$ cat config.mk
export PLATFORM = sky130hd
export DESIGN_NAME = ifu_fetch
export DESIGN_NICKNAME = d
export VERILOG_FILES = /design/src/rtl/ifu_pkg.sv /design/src/rtl/ifu_fetch_queue.sv /design/src/rtl/ifu_fetch.sv
export SDC_FILE = /design/constraint.sdc
export NUM_CORES = 1
export LEC_CHECK = 0
export ABC_AREA = 1
export BUFFER_PORTS_ARGS = -buffer_cell sky130_fd_sc_hd__clkbuf_2
export CORE_MARGIN = 4
export CORE_UTILIZATION = 50
export DETAILED_ROUTE_END_ITERATION = 10
export PLACE_DENSITY_LB_ADDON = 0.25
export SLEW_MARGIN = 0
export SYNTH_ARGS = -nofsm -noshare
export SYNTH_HDL_FRONTEND = slang
export SYNTH_SLANG_ARGS = --single-unit
$ cat constraint.sdc
create_clock -name clk -period 2.3 [get_ports clk]
set_clock_uncertainty 0.1 [all_clocks]
set_input_delay 0.115 -clock clk [delete_from_list [all_inputs] [get_ports clk]]
set_output_delay 0.115 -clock clk [all_outputs]
set_load 0.01 [all_outputs]
$ cat src/rtl/ifu_pkg.sv
// ifu_pkg: shared state encoding, constants and fetch-entry type for the instruction fetch unit
package ifu_pkg;
  typedef enum logic [1:0] {BOOT, RUN, HALT} ifu_state_t;
  localparam logic [31:0] EBREAK_INSTR = 32'h0010_0073;
  localparam logic [31:0] DEFAULT_RESET_PC = 32'h8000_0000;
  typedef struct packed {
    logic [31:0] pc;
    logic [31:0] instr;
  } fetch_entry_t;
endpackage

$ cat src/rtl/ifu_fetch_queue.sv
// ifu_fetch_queue: two-entry FIFO with flush; the head entry is held in its own register
module ifu_fetch_queue
  import ifu_pkg::*;
#(
  parameter type entry_t = fetch_entry_t
) (
  input  logic   clk,
  input  logic   rst,
  input  logic   flush,
  input  logic   push,
  input  logic   pop,
  input  entry_t push_data,
  output entry_t head,
  output logic   valid,
  output logic   full
);
  entry_t tail;
  logic [1:0] cnt;
  assign valid = cnt != 2'd0;
  assign full = cnt == 2'd2;
  always_ff @(posedge clk)
    if (rst) begin
      cnt <= '0;
      head <= '0;
      tail <= '0;
    end else if (flush) begin
      cnt <= '0;
    end else begin
      head <= (pop && full) ? tail : (push && (!valid || (pop && cnt == 2'd1))) ? push_data : head;
      tail <= (push && ((cnt == 2'd1 && !pop) || (full && pop))) ? push_data : tail;
      cnt <= cnt + 2'(push) - 2'(pop);
    end
endmodule

$ cat src/rtl/ifu_fetch.sv
// ifu_fetch: PC/FSM front end feeding a 2-entry fetch queue; IFU_PERF_CNT_EN adds perf counters
module ifu_fetch
  import ifu_pkg::*;
#(
  parameter int ADDR_WIDTH = 8,
  parameter int DATA_WIDTH = 32,
  parameter int PC_WIDTH = 32,
  parameter logic [PC_WIDTH-1:0] RESET_PC = PC_WIDTH'(DEFAULT_RESET_PC)
) (
  input  logic                  clk,
  input  logic                  rst,
  output logic [ADDR_WIDTH-1:0] imem_raddr,
  input  logic [DATA_WIDTH-1:0] imem_rdata,
  input  logic                  redirect_valid,
  input  logic [PC_WIDTH-1:0]   redirect_pc,
  output logic                  out_valid,
  input  logic                  out_ready,
  output logic [PC_WIDTH-1:0]   out_pc,
  output logic [DATA_WIDTH-1:0] out_instr,
  output logic                  halted
`ifdef IFU_PERF_CNT_EN
  ,
  output logic [31:0]           perf_fetch_cnt,
  output logic [31:0]           perf_stall_cnt
`endif
);
  typedef struct packed {
    logic [PC_WIDTH-1:0]   pc;
    logic [DATA_WIDTH-1:0] instr;
  } entry_t;
  ifu_state_t state, state_n;
  logic [PC_WIDTH-1:0] pc, pc_n;
  logic full, pop, push, is_ebreak;
  entry_t head, push_data;
  assign imem_raddr = ADDR_WIDTH'((pc[ADDR_WIDTH+1:0] - RESET_PC[ADDR_WIDTH+1:0]) >> 2);
  assign pop = out_valid && out_ready && !redirect_valid;
  assign push = state == RUN && !redirect_valid && (!full || pop);
  assign is_ebreak = imem_rdata == DATA_WIDTH'(EBREAK_INSTR);
  assign halted = state == HALT;
  assign push_data = '{pc: pc, instr: imem_rdata};
  assign out_pc = head.pc;
  assign out_instr = head.instr;
  always_comb begin
    state_n = (redirect_valid || state == BOOT) ? RUN : (push && is_ebreak) ? HALT : state;
    pc_n = redirect_valid ? (redirect_pc & ~PC_WIDTH'(3)) : (push && !is_ebreak) ? pc + PC_WIDTH'(4) : pc;
  end
  always_ff @(posedge clk)
    if (rst) begin
      state <= BOOT;
      pc <= RESET_PC;
    end else begin
      state <= state_n;
      pc <= pc_n;
    end
  ifu_fetch_queue #(.entry_t(entry_t)) u_queue (
    .clk       (clk),
    .rst       (rst),
    .flush     (redirect_valid),
    .push      (push),
    .pop       (pop),
    .push_data (push_data),
    .head      (head),
    .valid     (out_valid),
    .full      (full)
  );
`ifdef IFU_PERF_CNT_EN
  always_ff @(posedge clk)
    if (rst) begin
      perf_fetch_cnt <= '0;
      perf_stall_cnt <= '0;
    end else begin
      perf_fetch_cnt <= perf_fetch_cnt + 32'(push);
      perf_stall_cnt <= perf_stall_cnt + 32'(state == RUN && full && !pop);
    end
`endif
endmodule

==> results.cfg, run 1 <==
[worst_setup_path]
cp_common_cell = nand2_1
critical_path.max_stage_delay_ps = 550
cp-startpoint = imem_rdata[30]
endpoint = pc[3]
critical_path.top_delay_family = buffers and inverters
critPathBufInv = 4
crit_path_max_fanout = 11
reg2reg_slack_ps = 480
startpoint_type = input port
crit_path_end_kind = flip-flop
r2r_start = pc[2]
crit_type = in2reg
arrival_ps = 2200
path_depth = 13
cp_cell_sequence = dlygate4sd3_1, clkbuf_2, inv_1, nand2_1, nor2_1, nand2_1, nor2_1, nand2_1, nand2_2, nand2_1, buf_4, o21ai_0, nor2_1
worst_ep_required_time_ps = 2510
slowest_stage = dlygate4sd3_1
r2r_end = pc[20]
reg2regPathDepth = 10

[drt]
ant_nets = 0
finalWirelength_mm = 20.24
drc = 0
wire_per_inst_um = 12.93
initialDrtViolationCount = 610
vias_per_cell = 4.952
firstDrtPassIters = 5
num_vias = 7750

[logic_synthesis]
seq_area_frac_synth = 0.4049
ys_ff_latch = 158
yosys.cell_types.count = 32
synthTopCellsByArea = dfxtp_1, nand2_1, o21ai_0
yosysWarnings = 0
syn_inst = 1181
synth_compound_area_frac = 0.2069
ys.flop_type = dfxtp_1
yosysTopAreaCell = dfxtp_1
synthTopCellsByCount = nand2_1, o21ai_0, nor2_1
synth_edf_count = 0
synth_mux_area_frac = 0
synth-xor-area-share = 0.01570
yosysTopAreaCellShare = 0.4049
synth_most_common_cell = nand2_1
synth_top_family_by_area = simple AND/OR/NAND/NOR gates
synth_area_mm2 = 0.007812
synthAdderAreaFrac = 0.004805
async_flop_share = 0
synth_area_per_cell_um2 = 6.615
synthSimpleGateAreaFrac = 0.2401

[clocking]
cts.sinks = 158
postCtsSetupRepairBufs = 0
clockRootBuffer = clkbuf_16
ctsHoldBuffers = 62
path_clk_slew_ps = 60
cts-buffers-inserted = 17
cts_resized = 0
cts_buffer_depth = 2
insertion_delay_ps = 420
cts_tree = yes
htree_levels = 4

[pwr]
internal_power_mw = 4.789
power_density_mw_per_mm2 = 672.0
p_seq_frac = 0.459
switchingPower_mw = 1.723
p_clk_frac = 0.410
pwr-share-comb = 0.131
total_leakage_power_nw = 4.231
finalPower_mw = 6.512
p_sw_frac = 0.2646
vdd_drop_max_v = 0.0005261

[placed_design]
place_congestion = 0.9167
preCtsSetupSlack_ps = 465.9
dpl.hpwl_mm = 13.50
placed_area_mm2 = 0.008517
io_buffers = 137

[sta]
worst_slew_pin_slew_ps = 508.2
finalSetupTns_ps = 0
finalCriticalPeriod_ps = 1985
rsz0062_at_grt = no
min_period_over_period = 0.8629
setup_violations = 0
drv_slew = 0
relSlewSlack = 0.6612
worst_slack_ps = 315.4
max_freq_mhz = 503.9
final-hold-violation-count = 0

[floorplan]
core_area_mm2 = 0.01526
rows = 45
pin_count = 142
die_width_um = 133
initial_core_util = 0.5120
die_y_um = 133
fp.dieArea_mm2 = 0.01769

[grt]
grt_pass1_wl_mm = 33.21
grt_usage = 0.2272
grt_overflow = 0
grt_max_degree = 68
antenna_found_initial = 0
grt_pass1_vias = 6831

[cells_and_area]
fin_area_mm2 = 0.009691
area_growth_pct = 24.04
drive_gt1_frac = 0.1507
nNetsFinal = 1412
diodes = 0

[status]
status = finished clean

[worst_hold_path]
min_path_type = in2reg

[flow_run]
drv.max_cap_violation_count = 0
-- state kept, by name, indices dropped and copies added (netlist names) --
register	flops
u_queue.head	62
state	2
pc	30
u_queue.tail	62
u_queue.cnt	2
-- cells by family after synthesis --
kind of cell    after synthesis
fa+ha+maj                     3
flops                       158
xor+xnor                     14
compound gates              318
simple gates                464
buf+inv                     223
other cells                   1
-- through the flow --
step	cells	hold WS [ps]	utilization
2_1_floorplan	1182	155.5	-
3_3_place_gp	1471	290.7	0.5582
3_5_place_dp	1471	293.3	0.5582
4_1_cts	1565	48.69	0.6351
5_1_grt	1565	67.91	0.6351
6_report	1565	62.84	0.6351
-- layout make-up --
class                           instances  area, um2
Clock buffer                           23      467.9
Clock inverter                          9      85.08
Fill cell                            1426       5568
Inverter                              141      531.8
Multi-Input combinational cell        801       3662
Sequential cell                       158       3163
Tap cell                              211      264.0
Timing Repair Buffer                  222       1516
-- power by group through the flow --
stage	registers, mW	logic [mW]	clock network (mW)
after floorplan	3.05	0.471	0
after global placement	3.04	0.754	0
after detailed placement	3.05	0.764	0
after CTS	2.99	0.852	2.71
after global routing	3.01	0.963	2.83
final	2.99	0.852	2.67
-- cell usage in the layout, fill, tap and decap left out, types with 3 or more instances in the layout --
cell type,Yosys,final
buf_12,0,3
dlygate4sd3_1,0,62
o21ai_0,163,163
buf_4,21,20
o21ai_1,11,11
xor2_1,11,11
a21oi_1,142,142
inv_2,4,5
clkbuf_2,1,137
inv_1,136,135
nand2_1,229,228
xnor2_1,3,3
nand4_1,3,3
nand3b_1,4,4
nand3_1,55,55
ha_1,3,3
nor3_1,4,4
clkinvlp_4,0,3
dfxtp_1,158,158
clkinv_2,0,3
clkbuf_1,29,4
clkbuf_16,0,17
nor2_1,160,160
-- routing by layer --
layer / vias to the layer above / part of all wire / GRT usage / routed length, um
met4: 0 / 0.025 / 0.08430 / 507
met3: 34 / 0.054 / 0.04373 / 1097
met1: 3436 / 0.47 / 0.3211 / 9550
met2: 217 / 0.45 / 0.3442 / 9083
li1: 4063 / - / - / -
met5: - / 0 / 0 / 0
-- worst register-to-register path, cell delays in order (launching register included) --
cell	delay, ps
dfxtp_1	340
ha_1	220
nand3_1	190
inv_1	90
nand2_1	90
inv_1	170
nand2_1	110
nor2_1	140
xor2_1	160
nor2_1	50
nor2_1	110
-- worst min-delay path by stage --
stage / startpoint / to / slack [ps] / depth (start not counted)
6_report: out_ready / state[1] / 60 / 5
5_1_grt: out_ready / state[1] / 70 / 5
4_1_cts: out_ready / state[1] / 50 / 5
3_5_place_dp: imem_rdata[30] / u_queue.tail[30] / 290 / 3
3_3_place_gp: imem_rdata[30] / u_queue.tail[30] / 290 / 3
2_1_floorplan: redirect_pc[31] / pc[31] / 160 / 2
Note: power is estimated with default switching activity, not from simulation.
==> run 2: changes to the inputs <==
--- a/config.mk
+++ b/config.mk
@@ -7,7 +7,7 @@
 export LEC_CHECK = 0
 export ABC_AREA = 1
 export BUFFER_PORTS_ARGS = -buffer_cell sky130_fd_sc_hd__clkbuf_2
-export CORE_MARGIN = 4
+export CORE_MARGIN = 10
 export CORE_UTILIZATION = 50
 export DETAILED_ROUTE_END_ITERATION = 10
 export PLACE_DENSITY_LB_ADDON = 0.25
==> run 2 against run 1 <==
Sequential power about the same. Clock power up 8.6%. Worst hold slack got worse by 8.2 ps. Critical path depth unchanged. Non-clock buffer count unchanged. Combinational power is essentially flat. Via count increased by 0.48%. Largest power group unchanged.
==> results.cfg, run 2 (synthesis results as in run 1) <==
[pwr]
pwr-share-comb = 0.126
p_sw_frac = 0.2716
internal_power_mw = 4.914
power_density_mw_per_mm2 = 693.1
switchingPower_mw = 1.832
p_seq_frac = 0.444
p_clk_frac = 0.430
vdd_drop_max_v = 0.0005312
total_leakage_power_nw = 4.241

[clocking]
cts_tree = yes
postCtsSetupRepairBufs = 0
cts-buffers-inserted = 17
path_clk_slew_ps = 70
cts_buffer_depth = 2
htree_levels = 4
cts.sinks = 158
insertion_delay_ps = 430
clockRootBuffer = clkbuf_16

[grt]
grt_pass1_wl_mm = 34.63
grt_max_degree = 83
antenna_found_initial = 0
grt_overflow = 0
grt_usage = 0.1952
grt_pass1_vias = 6854

[cells_and_area]
final_common_cell = nand2_1
reg.largest.list = u_queue.head (62), u_queue.tail (62), pc (30)
drive_gt1_frac = 0.1529
nNetsFinal = 1412
final_cell_mix = nand2_1, o21ai_0, nor2_1
area_growth_pct = 24.58
diodes = 0
final_util = 0.6379
stdcell_count = 1565

[worst_setup_path]
startpoint_type = input port
arrival_ps = 2210
crit_path_end_kind = flip-flop
critical_path.max_stage_delay_ps = 560
cp_common_cell = nand2_1
reg2reg_slack_ps = 450
worst_ep_required_time_ps = 2530
crit_type = in2reg
reg2regPathDepth = 9
slowest_stage = dlygate4sd3_1
cp_cell_sequence = dlygate4sd3_1, clkbuf_2, inv_1, nand2_1, nor2_1, nand2_1, nor2_1, nand2_1, nand2_2, nand2_1, buf_4, o21ai_0, nor2_1
crit_path_max_fanout = 11

[sta]
worst_slew_pin_slew_ps = 509.9
finalSetupTns_ps = 0
worst_slack_ps = 320.0
max_freq_mhz = 505.0
finalCriticalPeriod_ps = 1980
hold-worst-slack_ps = 54.65
relSlewSlack = 0.6600
min_period_over_period = 0.8609
drv_slew = 0
rsz0062_at_grt = no
setup_violations = 0
final-hold-violation-count = 0

[placed_design]
placed_cells = 1470
place_congestion = 0.9084
preCtsSetupSlack_ps = 501.6
dpl.hpwl_mm = 14.07
io_buffers = 137

[drt]
firstDrtPassIters = 5
finalWirelength_mm = 21.23
wire_per_inst_um = 13.56
vias_per_cell = 4.976
num_vias = 7787
ant_nets = 0
initialDrtViolationCount = 682
drc = 0

[floorplan]
fp.dieArea_mm2 = 0.02103
pin_count = 142
rows = 45
core_area_mm2 = 0.01526
die_width_um = 145
die_y_um = 145
initial_core_util = 0.5120

[flow_run]
drv.max_cap_violation_count = 0

[worst_hold_path]
min_path_type = in2reg
min_delay_path_depth = 5

[status]
status = finished clean
run 2: changes by cell type in the layout (fill, tap and decap cells not counted), moves of 2 or more:
cell        before  now
inv_6            2    4
clkinvlp_4       3    5
clkbuf_1         4    0
clkinv_2         3    0
run 2: worst max-delay path, delay by kind of cell:
family | cells | cell delay (ps)
buffers and inverters | 4 | 1080
AOI/OAI and AO/OA | 1 | 150
and+or+nand+nor | 8 | 860
run 2: routing by layer:
layer / vias up / track usage / part of all wire
li1: 4076 / - / -
met1: 3425 / 0.2623 / 0.47
met2: 249 / 0.2900 / 0.44
met3: 37 / 0.05029 / 0.061
met4: 0 / 0.08069 / 0.025
met5: - / 0 / 0
run 2: area by class of cell:
class | count | area (um2)
sequential | 158 | 3163
clock inverter | 13 | 152.6
fill | 1431 | 5525
inverter | 141 | 531.8
multi-input combinational | 801 | 3662
tap | 211 | 264.0
clock buffer | 19 | 452.9
timing repair buffer | 222 | 1506
run 2: final timing paths:
path                     endpoint       startpoint
setup / recovery           pc[10]    imem_rdata[9]
hold / removal           state[1]        out_ready
setup reg to reg           pc[21]            pc[7]
hold reg to reg   u_queue.head[0]  u_queue.head[0]
run 2: what timing repair did:
action / CTS / global route
endpoints found under the hold margin: 76 / 0
hold buffers: 63 / 0
resized for setup: 0 / 0
endpoints found under the setup margin: 0 / 0
run 2: power by group through the flow:
stage          Combinational, mW  Sequential [mW]  Clock (mW)
3_3_place_gp               0.751             3.05           0
6_report                   0.852             2.99        2.90
3_5_place_dp               0.762             3.05           0
2_1_floorplan              0.471             3.05           0
4_1_cts                    0.853             2.99        2.93
5_1_grt                    0.962             3.01        3.08
run 2: metrics by stage:
step / power (mW) / instance area [um2]
final: 6.746 / 9733
after global routing: 7.048 / 9733
after CTS: 6.775 / 9733
after detailed placement: 3.812 / 8497
after global placement: 3.797 / 8497
after floorplan: 3.526 / 7816
